==> src/rtl/nor_reduce_seq_ctrl.sv <==
// nor_reduce_seq_ctrl
// Multi-cycle NOR reduction of an nbits-wide operand. One chunk_nbits-wide
// NOR unit is reused across successive chunks, LSB chunk first. The block
// exits early on the first nonzero chunk.
//
// Ports:
//   clk      - clock, all state updates on the rising edge
//   reset    - synchronous, active-high reset
//   in_val   - operand valid
//   in_rdy   - block can accept an operand (IDLE only)
//   in_      - operand, nbits wide
//   out_val  - result valid (DONE only)
//   out_rdy  - consumer accepts the result
//   out      - NOR of all operand bits; 0 whenever out_val is 0
module nor_reduce_seq_ctrl #(
  parameter int nbits       = 16,
  parameter int chunk_nbits = 4
) (
  input  logic             clk,
  input  logic             reset,
  input  logic             in_val,
  output logic             in_rdy,
  input  logic [nbits-1:0] in_,
  output logic             out_val,
  input  logic             out_rdy,
  output logic             out
);

  localparam int NCHUNKS = (nbits / chunk_nbits < 1) ? 1 : nbits / chunk_nbits;
  localparam int CW      = (NCHUNKS > 1) ? $clog2(NCHUNKS) : 1;

  typedef enum logic [1:0] {
    IDLE,
    CALC,
    DONE
  } state_t;

  state_t                 r_state;
  logic [CW-1:0]          r_cnt;
  logic                   r_acc;
  logic [nbits-1:0]       r_operand;
  logic                   r_in_rdy;
  logic                   r_out_val;
  logic                   r_out;

  logic [chunk_nbits-1:0] w_chunk;
  logic                   w_chunk_nz;
  logic                   w_last;

  // Chunk mux built as a compare-select over all chunk indices so the
  // slice offset never needs a variable-width multiply.
  always_comb begin
    w_chunk = '0;
    for (int unsigned i = 0; i < NCHUNKS; i++) begin
      if (r_cnt == CW'(i)) begin
        w_chunk = r_operand[i*chunk_nbits +: chunk_nbits];
      end
    end
  end

  assign w_chunk_nz = |w_chunk;
  assign w_last     = (r_cnt == CW'(NCHUNKS - 1));

  always_ff @(posedge clk) begin
    if (reset) begin
      r_state   <= IDLE;
      r_cnt     <= '0;
      r_acc     <= 1'b0;
      r_operand <= '0;
      r_in_rdy  <= 1'b1;
      r_out_val <= 1'b0;
      r_out     <= 1'b0;
    end else begin
      unique case (r_state)
        IDLE: begin
          if (in_val) begin
            r_operand <= in_;
            r_cnt     <= '0;
            r_acc     <= 1'b1;
            r_in_rdy  <= 1'b0;
            r_state   <= CALC;
          end
        end
        CALC: begin
          if (w_chunk_nz) begin
            r_acc     <= 1'b0;
            r_out     <= 1'b0;
            r_out_val <= 1'b1;
            r_state   <= DONE;
          end else if (w_last) begin
            r_out     <= r_acc;
            r_out_val <= 1'b1;
            r_state   <= DONE;
          end else begin
            r_cnt <= r_cnt + CW'(1);
          end
        end
        DONE: begin
          if (out_rdy) begin
            r_out_val <= 1'b0;
            r_out     <= 1'b0;
            r_in_rdy  <= 1'b1;
            r_state   <= IDLE;
          end
        end
        default: begin
          r_state   <= IDLE;
          r_in_rdy  <= 1'b1;
          r_out_val <= 1'b0;
          r_out     <= 1'b0;
        end
      endcase
    end
  end

  assign in_rdy  = r_in_rdy;
  assign out_val = r_out_val;
  assign out     = r_out;

endmodule

==> config.mk <==
export PLATFORM = sky130hd
export DESIGN_NAME = nor_reduce_seq_ctrl
export DESIGN_NICKNAME = d
export VERILOG_FILES = /design/src/rtl/nor_reduce_seq_ctrl.sv
export SDC_FILE = /design/constraint.sdc
export NUM_CORES = 1
export LEC_CHECK = 0
export CAP_MARGIN = 20
export CORE_MARGIN = 5
export CORE_UTILIZATION = 26
export DETAILED_ROUTE_END_ITERATION = 12
export SLEW_MARGIN = 30
export SYNTH_ARGS = -nofsm -noshare
export SYNTH_HDL_FRONTEND = slang
export SYNTH_SLANG_ARGS = --single-unit
==> constraint.sdc <==
create_clock -name clk -period 4.8 [get_ports clk]
set_clock_uncertainty 0.15 [all_clocks]
set_input_delay 0.48 -clock clk [delete_from_list [all_inputs] [get_ports clk]]
set_output_delay 0.48 -clock clk [all_outputs]
set_load 0.01 [all_outputs]
Word-level counts from Yosys, hierarchy flattened
Cells that the tools add are included.
{ "classes": {"n_eq_ne": 11, "n_reduce_logical": 10, "bitwise": 2, "mux": 26, "n_addsub": 1} }
{ "ops": {"columns": ["operator", "count"], "rows": [
  ["two-way mux 4 bit", 4],
  ["two-way mux 2 bit", 7],
  ["AND reduction 3 bit", 4],
  ["!= test 2 bit, second input constant", 5],
  ["two-way mux 1 bit", 9],
  ["one-hot mux 1 bit (3 select lines)", 3],
  ["== test 2 bit, second input constant", 3],
  ["one-hot mux 2 bit (3 select lines)", 1],
  ["== test 2 x 1 -> 1 bit, second input constant", 2],
  ["logical NOT 2 bit", 2],
  ["one-hot mux 2 bit (2 select lines)", 1],
  ["AND reduction 4 bit", 1],
  ["OR reduction 4 bit", 1],
  ["!= test 3 bit, second input constant", 1],
  ["adder 2 x 1 -> 2 bit, second input constant", 1],
  ["NOT 1 bit", 2],
  ["one-hot mux 1 bit (2 select lines)", 1],
  ["AND reduction 2 bit", 1],
  ["nonzero test 2 bit", 1]
]} }
{ "totals": {"in_bits": 20, "output_inout_bits": 3, "regBits": 24, "elab_cells": 57} }

Logic depth before layout (Yosys ltp)
Gate-level depths: netlist of run 1.
{ "depth": {"ltp_word": 8, "mapped_depth": 6, "ltp_nobuf": 6} }

Worst setup path after synthesis of run 1
OpenSTA, ideal clock, no wires.
{ "synth_path": {"kind": "reg-to-reg", "start": "register r_cnt[1]", "end": "register r_out_val (netlist: out_val)", "setup_ps": 70, "setup_slack_ps": 3128, "synth_period_minus_slack_ps": 1672, "stages_incl_launch_ff": 7, "arrival_ps": 1452, "n_path_buf": 0, "required_ps": 4580, "path_cell_list": "dfxtp_1 > inv_1 > ha_1 > or2b_2 > o32ai_1 > o21ai_0 > a21oi_1"} }
{ "synth_between": {"elab_chain_len": 8, "word_cells_on_any_way": 13, "cone_classes": "eq/ne: 4; mux: 6; reduce/logical: 3"} }
{ "synth_lines": {"columns": ["element", "line_no", "source"], "rows": [
  ["from (decl)", "39", "logic [CW-1:0] r_cnt;"],
  ["from (signal assigned)", "95", "r_cnt <= r_cnt + CW'(1);"],
  ["logical NOT 2 bit", "55", "if (r_cnt == CW'(i)) begin"],
  ["two-way mux 4 bit (4 in series)", "55", null],
  ["OR reduction 4 bit", "61", "assign w_chunk_nz = |w_chunk;"],
  ["!= test 3 bit (no source line) or two-way mux 1 bit (tied branches)", null, null],
  ["AND reduction 3 bit (no source line) or one-hot mux 1 bit (3 select lines) (tied branches)", null, null],
  ["to (signal assigned)", "71", "r_out_val <= 1'b0;"],
  ["to (signal assigned)", "88", "r_out_val <= 1'b1;"],
  ["to (signal assigned)", "92", "r_out_val <= 1'b1;"],
  ["to (decl)", "43", "logic r_out_val;"]
]} }
Parallel ways exist; a longest one is shown, timed or not.
A chain may end at the register's enable or synchronous reset.

Worst setup path in the final report of run 1
{ "layout_path": {"start": "input port in_val", "end": "register r_acc"} }
{ "layout_between": {"elab_chain_len": 2} }
{ "layout_lines": {"columns": ["element", "line_no", "source"], "rows": [
  ["from (decl)", "21", "input logic in_val,"],
  ["!= test 2 bit (no source line)", null, null],
  ["AND reduction 3 bit (no source line)", null, null],
  ["to (signal assigned)", "68", "r_acc <= 1'b0;"],
  ["to (signal assigned)", "79", "r_acc <= 1'b1;"],
  ["to (signal assigned)", "86", "r_acc <= 1'b0;"],
  ["to (decl)", "40", "logic r_acc;"]
]} }
No other way between the ends.

==> results of run 1 <==
cells in the final DEF, fill, tap and decap left out, drive strengths merged, types with 2 or more instances in the layout:
master         instances
a211oi                 2
a21oi                 22
clkbuf                 3
clkdlybuf4s50         22
dfxtp                 24
ha                     4
inv                    5
nand2                 35
nand3                  2
nand4                  2
nor2                   5
nor4                   3
o21ai                  2
o311ai                 2
or2b                   2
synthesized netlist by cell type, drive strengths merged (2+ instances only):
cell type,instances
o311ai,2
ha,4
nor2,5
a211oi,2
a21oi,22
o21ai,2
or2b,2
nand3,2
nor4,3
nand4,2
inv,5
nand2,35
clkbuf,3
dfxtp,24
critical path, delay by kind of cell:
family	cells	cell delay (ps)
buf+inv	1	530
compound gates	1	270
simple gates	2	700
logic make-up after synthesis:
logic type / count (synthesis) / share of synthesized area [%]
compound gates: 34 / 19.8
fa+ha+maj: 4 / 4.85
buf+inv: 9 / 4.37
flops: 24 / 46.6
simple gates: 54 / 24.4
layer usage:
layer  share of wire (%)  vias to the layer above
met5                   0                        -
met4                0.55                        0
met3                 7.9                        2
met2                  47                       34
met1                  45                      413
li1                    -                      476
power breakdown:
group	internal (uW)	switching, uW	total [uW]
logic	44.1	48.3	92.4
registers	216	12.2	229
clock network	111	62.9	174
sequential cells by signal (all words and copies together) (netlist names):
| signal | flops |
|---|---|
| in_rdy | 1 |
| out | 1 |
| out_val | 1 |
| r_acc | 1 |
| r_cnt | 2 |
| r_operand | 16 |
| r_state | 2 |
stage by stage:
stage | setup WS (ps) | instance area [um2] | hold WS [ps] | util [%] | cells
after floorplan | 3130 | 1030 | 280 | - | 125
after global placement | 2420 | 1280 | 296 | 34.3 | 191
after detailed placement | 2370 | 1280 | 301 | 34.3 | 191
after CTS | 2600 | 1360 | 314 | 36.2 | 195
after global routing | 2700 | 1360 | 333 | 36.4 | 195
final | 2830 | 1360 | 310 | 36.4 | 195
worst max path at each step:
stage / startpoint / slack [ps] / endpoint / depth (start not counted)
finish: in_val / 2830 / r_acc$_SDFFE_PP0P_ / 4
global placement: in_val / 2420 / r_acc$_SDFFE_PP0P_ / 4
detailed placement: in_val / 2370 / r_acc$_SDFFE_PP0P_ / 4
floorplan: r_cnt[1]$_SDFFE_PP0P_ / 3130 / out_val$_SDFFE_PP0P_ / 6
CTS: in_val / 2600 / r_acc$_SDFFE_PP0P_ / 4
global route: in_val / 2700 / r_acc$_SDFFE_PP0P_ / 4
area by class of cell:
cell class | instances | area [um2] | area share (%)
clock inverters | 1 | 30.0 | 2.20
flip-flops and latches | 24 | 480 | 35.3
inverters | 5 | 18.8 | 1.38
clock buffers | 3 | 41.3 | 3.03
repair buffers | 22 | 220 | 16.2
multi-input cells | 92 | 512 | 37.6
well taps | 48 | 60.1 | 4.41
==> results.md, run 1 <==
* Mapped Cells at 125
* Grt met3 use at 4.13%
* Setup repair after global routing missed its margin: false
* Number of remaining DRC errors at 0
* Cell Area, Synth at 1030 um2
* Hold Buf Count CTS at 0
* Drt first pass iters at 4
* Leading area contributor after synthesis: dfxtp_1
* Net count after synthesis at 149
* R2R depth at 6
* Final period utilization at 41.0%
* Avg Cell Area, Syn at 8.25 um2
* CTS buffer count at 3
* Die width at 73.0 um
* Status: finished, final reports clean
* Worst reg2reg endpoint: out_val$_SDFFE_PP0P_
* WL/cell at 12.1 um
* Total setup buffers inserted after CTS at 0
* Clock transition at path regs at 80 ps
* Nets at 172
* Vias in the first global route at 938
* CP Max Fanout at 17
* Post-CTS sizing at 0
* Slew margin rel. at 40.7%
* Clock root buffer: clkbuf_8
* MaxCap Viol Count at 0
* Post-synthesis register bit count at 24
* Overflow after GRT at 0
* Iter 0 DRT Violations at 72
* Post-synthesis sequential area ratio at 46.6%
* Antenna viol nets, final at 0
* WHS Endpoint: r_operand[4]$_SDFFE_PP0P_
* Die footprint at 5320 um2
* Total chip power at 495 uW
* Critical path's slowest cell: nor3b_4
* Max IR drop VDD at 0.201 mV
* CTS tree: yes
* Met2 usage at 16.0%
* Worst slew pin tran at 887 ps
* Reg-to-reg startpoint: r_cnt[1]$_SDFFE_PP0P_
* Max Buffers Root-to-Sink at 2
* Met1 usage at 11.7%
* Yosys top cell area share at 46.6%
* Initial antenna violation count at 0
* Pin count of the biggest net entering global routing at 25
* Fmax at 509 MHz
* Fin Setup TNS at 0 ps
* CP Launch Type: input port
* Fill cells at 413
* Latest clock arrival within the worst-skew pair at 260 ps
* Buffers on Ports at 22
* GRT Util Overall at 9.66%
* CTS sink count at 24
* Max Slew Vio Count at 0
* WP data required at 4810 ps
* Hold Path Origin: r_operand[4]$_SDFFE_PP0P_
* Synth warnings at 0
* Share of cells above drive strength 1 at 5.44%
* Main area contributors after synthesis: dfxtp_1 (47%), nand2_1 (13%), a21oi_1 (11%), ha_1 (4.9%), inv_1 (1.8%)
* Crit path kind: in2reg
* # IOs at 23
* Crit-path cells: clkdlybuf4s50_1 -> nor3b_4 -> nor2_1 -> a311oi_1
* Routability-driven placement congestion ratio at 0.799
* # diodes at 0
* Critical path's largest stage delay at 600 ps
* Drt via density at 4.74
* GR peak layer: met2
* Setup Viol. Count Final at 0
* Count of cell types in the netlist at 27
* DRT Wirelength at 2350 um
* First-pass GRT wire length at 4090 um
* H-tree Lvls at 1
* Worst Hold Class: reg2reg
* Routed vias at 925
* Power per cell area at 363 nW/um2
* Final min period at 1970 ps
* Hold Fails Final Rpt at 0
* Crit path arrival time at 1970 ps
* Initial core utilization at 27.5%
* Die height at 73.0 um
* Top FF cell, synth: dfxtp_1
* Fraction of registers with async set or reset after synthesis at 0%
* Core ar. at 3740 um2
* Setup slack, reg-to-reg at 2900 ps
* Layout area overhead at 32.2%
* CP Capture Type: register
* Hpwl dp at 1730 um
* Post-synth EDFFs at 0
* Hold path cells at 2
* Cell Rows at 22
* Lkg Pwr at 0.000490 uW
Power figures use the tool's default switching activity.
==> run 2: changes to the inputs <==
==> constraint.sdc (replaced) <==
create_clock -name clk -period 1.6 [get_ports clk]
set_clock_uncertainty 0.15 [all_clocks]
set_input_delay 0.16 -clock clk [delete_from_list [all_inputs] [get_ports clk]]
set_output_delay 0.16 -clock clk [all_outputs]
set_load 0.01 [all_outputs]
==> run 2 against run 1 <==
  * Critical endpoint is now r_cnt[1]$_SDFFE_PP0P_
  * Via count is 4.3% higher
  * Design area grew 12%
  * Clock power increased by 140%
  * Highest routed layer unchanged
  * The flow now finishes with violations (negative setup slack)
  * Cell count is 6.7% higher
==> results.md, run 2 (synthesis results as in run 1) <==
* Antenna viol nets, final at 0
* Worst slew pin tran at 434 ps
* Setup repair after global routing missed its margin: true
* Largest delay contributor family on the critical path: compound AO/OA/AOI/OAI gates
* Hold Path Origin: in_[4]
* Top Registers: r_operand x16, r_cnt x2, r_state x2
* H-tree Lvls at 1
* Most frequent cells in the layout: nand2_1 (35), dfxtp_1 (22), clkdlybuf4s50_1 (22)
* Drt first pass iters at 4
* Buffers on Ports at 22
* Crit-path cells: inv_2 -> ha_2 -> or2b_4 -> o32ai_4 -> o311ai_2 -> a21oi_1
* Drt via density at 4.64
* CP Launch Type: register
* # diodes at 0
* CTS tree: yes
* Core ar. at 3740 um2
* # IOs at 23
* Setup slack after layout at -48.5 ps
* Overflow after GRT at 0
* Vias in the first global route at 1016
* Hold Buf Count CTS at 0
* WL/cell at 12.4 um
* Pre-CTS setup slack at -124 ps
* Critical path buffer and inverter count at 1
* Final min period at 1650 ps
* Share of cells above drive strength 1 at 23.1%
* Initial antenna violation count at 0
* Status: finished, violations left
* Layout area overhead at 47.7%
* Hold Fails Final Rpt at 0
* Die width at 73.0 um
* Slew margin rel. at 70.8%
* Hpwl dp at 1900 um
* Crit path arrival time at 1700 ps
* CTS buffer count at 3
* Routed vias at 965
* Pin count of the biggest net entering global routing at 25
* Worst Hold Class: in2reg
* Critical path's slowest cell: dfxtp_2
* Commonest non-fill, non-tap cell in the layout: nand2_1
* Cell Rows at 22
* Max reg flops at 16
* CTS sink count at 24
* Nets at 185
* Latest clock arrival within the worst-skew pair at 270 ps
* Die height at 73.0 um
* Max Slew Vio Count at 0
* Number of remaining DRC errors at 0
* Placed instance count at 203
* Post-route insts no fill at 208
* Worst Setup SP: r_cnt[1]$_SDFFE_PP0P_
* Reg-to-reg startpoint: r_cnt[1]$_SDFFE_PP0P_
* Dpl cell area at 1400 um2
* Failing checks: negative setup slack
* Max Buffers Root-to-Sink at 2
* CP Capture Type: register
* Post-route cell area at 1520 um2
* CP Max Fanout at 3
* Max IR drop VDD at 0.428 mV
* Final period utilization at 103%
* Crit path kind: reg2reg
* Critical path's largest stage delay at 360 ps
* Initial core utilization at 27.5%
* GRT Util Overall at 10.3%
* Register with the most flip-flops: r_operand
* WP data required at 1650 ps
* MaxCap Viol Count at 0
* Fmax at 607 MHz
* DRT Wirelength at 2580 um
* Routability-driven placement congestion ratio at 0.801
* Die footprint at 5320 um2
* Iter 0 DRT Violations at 23
* Setup Viol. Count Final at 5
* Clock root buffer: clkbuf_8
* First-pass GRT wire length at 4260 um
* Power per cell area at 972 nW/um2
* Lkg Pwr at 0.000558 uW
* Clock transition at path regs at 80 ps
## run 2: cell count changes in the layout (fill, tap and decap cells not counted), sizes merged
cell / previous run / this run
bufinv: 1 / 0
buf: 0 / 13
clkbuf: 3 / 4
## run 2: what timing repair did
item / 4_1_cts / 5_1_grt
resized for setup: 4 / 9
pin swaps: 5 / 2
setup endpoints to repair: 7 / 7
setup buffers: 1 / 0
## run 2: area by class of cell
type	instances	area [um2]
fillers	393	2220
repair buffers	35	330
well taps	48	60.1
multi-input cells	92	576
flip-flops and latches	24	483
clock buffers	4	55.1
inverters	5	18.8
## run 2: through the flow
stage          hold slack [ps]  total power [uW]  TNS (ps)  utilization, %
2_1_floorplan             79.1               882         0               -
3_3_place_gp               295              1030      -275            37.5
3_5_place_dp               300              1040      -669            37.5
4_1_cts                    285              1470     -42.0            39.5
5_1_grt                    290              1570      -534            40.7
6_report                   285              1480      -144            40.7
## run 2: where the power goes
part / internal, uW / switching (uW) / total (uW)
Clock: 220 / 193 / 413
Sequential: 650 / 35.7 / 686
Combinational: 200 / 182 / 381
## run 2: metal layers
layer | up-vias | GRT usage, % | share of wire, %
met5 | - | 0 | 0
met4 | 0 | 5.94 | 2.8
met3 | 6 | 3.03 | 4.6
li1 | 503 | - | -
met2 | 25 | 17.0 | 49
met1 | 431 | 11.7 | 44
## run 2: worst paths after layout
check	end	slack [ps]	cells past startpoint
worst max-delay path	r_cnt[1]$_SDFFE_PP0P_	-50	6
worst min-delay path	r_operand[4]$_SDFFE_PP0P_	290	3
worst max register to register	r_cnt[1]$_SDFFE_PP0P_	-50	6
worst min register to register	r_operand[13]$_SDFFE_PP0P_	310	2
## run 2: tightest hold or removal path: stages
cell,delay [ps]
clkdlybuf4s50_1,400
nand2_1,60
a21oi_1,50
==> run 3: changes to the inputs <==
--- a/config.mk
+++ b/config.mk
@@ -6,7 +6,6 @@
 export NUM_CORES = 1
 export LEC_CHECK = 0
 export CAP_MARGIN = 20
-export CORE_MARGIN = 5
 export CORE_UTILIZATION = 26
 export DETAILED_ROUTE_END_ITERATION = 12
 export SLEW_MARGIN = 30
==> run 3 against run 2 <==
  * The run still ends with negative setup slack left
  * Sequential share of layout area grew 1.5 points
  * First-iteration DRC count is 26% higher
  * Worst setup slack gained 36 ps
==> results.md, run 3 (synthesis results as in run 1) <==
* WL/cell at 11.0 um
* Setup repair after global routing missed its margin: true
* CP Max Fanout at 3
* Pin count of the biggest net entering global routing at 25
* Most frequent cells in the layout: nand2_1 (35), a21oi_1 (22), dfxtp_1 (22), clkdlybuf4s50_1 (22), buf_4 (12)
* Gate power share at 23.8%
* Initial core utilization at 27.5%
* Vias in the first global route at 939
* Seq pwr share at 47.7%
* Setup slack after layout at -12.6 ps
* Overflow after GRT at 0
* Setup Viol. Count Final at 3
* Max Slew Vio Count at 0
* Worst slew pin tran at 429 ps
* Switching Share at 26.7%
* Max reg flops at 16
* Top Registers: r_operand x16, r_cnt x2, r_state x2
* Layout area overhead at 41.0%
* Nets at 184
* Switching pwr at 383 uW
* CTS sink count at 24
* Drt via density at 4.71
* Max IR drop VDD at 0.456 mV
* Die footprint at 4220 um2
* Number of remaining DRC errors at 0
* Initial antenna violation count at 0
* Drt first pass iters at 4
* Hold Fails Final Rpt at 0
* Crit path arrival time at 1610 ps
* Failing checks: negative setup slack
* H-tree Lvls at 1
* Final period utilization at 101%
* Finished Core Util at 38.8%
* GRT Util Overall at 11.9%
* Commonest non-fill, non-tap cell in the layout: nand2_1
* Slew margin rel. at 71.2%
* Internal cell power at 1050 uW
* Hold Buf Count CTS at 0
* Clock transition at path regs at 80 ps
* Core ar. at 3740 um2
* Register with the most flip-flops: r_operand
* Final min period at 1610 ps
* Max Buffers Root-to-Sink at 2
* Cell Rows at 22
* CP Launch Type: register
* # diodes at 0
* First-pass GRT wire length at 3890 um
* Hpwl dp at 1690 um
* CP Capture Type: register
* Clock power frac at 28.5%
* Status: finished, violations left
* Lkg Pwr at 0.000544 uW
* # IOs at 23
* Crit path kind: reg2reg
* Fin Setup TNS at -22.8 ps
* Clock root buffer: clkbuf_8
* DRT Wirelength at 2280 um
* Share of cells above drive strength 1 at 17.6%
* Antenna viol nets, final at 0
* Routed vias at 975
* MaxCap Viol Count at 0
* WP data required at 1600 ps
* Worst Hold Class: in2reg
* CTS tree: yes
* Latest clock arrival within the worst-skew pair at 260 ps
* Die width at 65.0 um
* Fmax at 620 MHz
* Die height at 65.0 um
* Buffers on Ports at 22
* Iter 0 DRT Violations at 29
* Power per cell area at 986 nW/um2
* CTS buffer count at 3
* Routability-driven placement congestion ratio at 0.813
run 3: per-layer routing:
layer  up-vias  wire, um  share of wire, %  global-route usage [%]
met4         0        85               3.7                    7.22
met3         8       103               4.5                    2.82
met1       439      1060                47                    14.1
met2        29      1030                45                    19.3
met5         -         0                 0                       0
li1        499         -                 -                       -
run 3: worst paths after layout:
kind,startpoint,to,slack [ps],cells after the start
setup / recovery,r_operand[8]$_SDFFE_PP0P_,r_cnt[1]$_SDFFE_PP0P_,-10,4
hold / removal,in_[3],r_operand[3]$_SDFFE_PP0P_,290,3
hold reg to reg,r_operand[5]$_SDFFE_PP0P_,r_operand[5]$_SDFFE_PP0P_,310,2
setup reg to reg,r_operand[8]$_SDFFE_PP0P_,r_cnt[1]$_SDFFE_PP0P_,-10,4
run 3: final cells by class:
| cell class | instances | area (um2) |
|---|---|---|
| clock buffers | 4 | 55.1 |
| multi-input cells | 92 | 527 |
| flip-flops and latches | 24 | 483 |
| inverters | 5 | 18.8 |
| fillers | 390 | 2290 |
| repair buffers | 34 | 310 |
| well taps | 48 | 60.1 |
run 3: critical path, cell delays in order (launching register included):
cell and delay (ps):
dfxtp_1 320, o41a_1 420, or2_1 250, o311ai_1 250, a21oi_1 100
run 3: timing repair:
item	4_1_cts	5_1_grt
gates resized for setup	3	1
buffers inserted	1	0
setup endpoints to repair	7	7
pin swaps	4	1
run 3: through the flow:
step	worst slack [ps]	hold slack, ps	std cells	instance area, um2	total power [uW]
after floorplan	0.459	79.1	125	1050	882
after global placement	-68.4	295	202	1380	1020
after detailed placement	-97.1	299	202	1380	1030
after CTS	-9.37	277	207	1450	1450
after global routing	-89.0	286	207	1450	1520
final	-12.6	287	207	1450	1430
run 3: power by group through the flow:
| stage | combinational, uW | clock [uW] | sequential, uW |
|---|---|---|---|
| after CTS | 341 | 424 | 684 |
| after global placement | 329 | 0 | 694 |
| after global routing | 383 | 448 | 693 |
| final | 341 | 408 | 685 |
| after detailed placement | 338 | 0 | 697 |
| after floorplan | 189 | 0 | 693 |
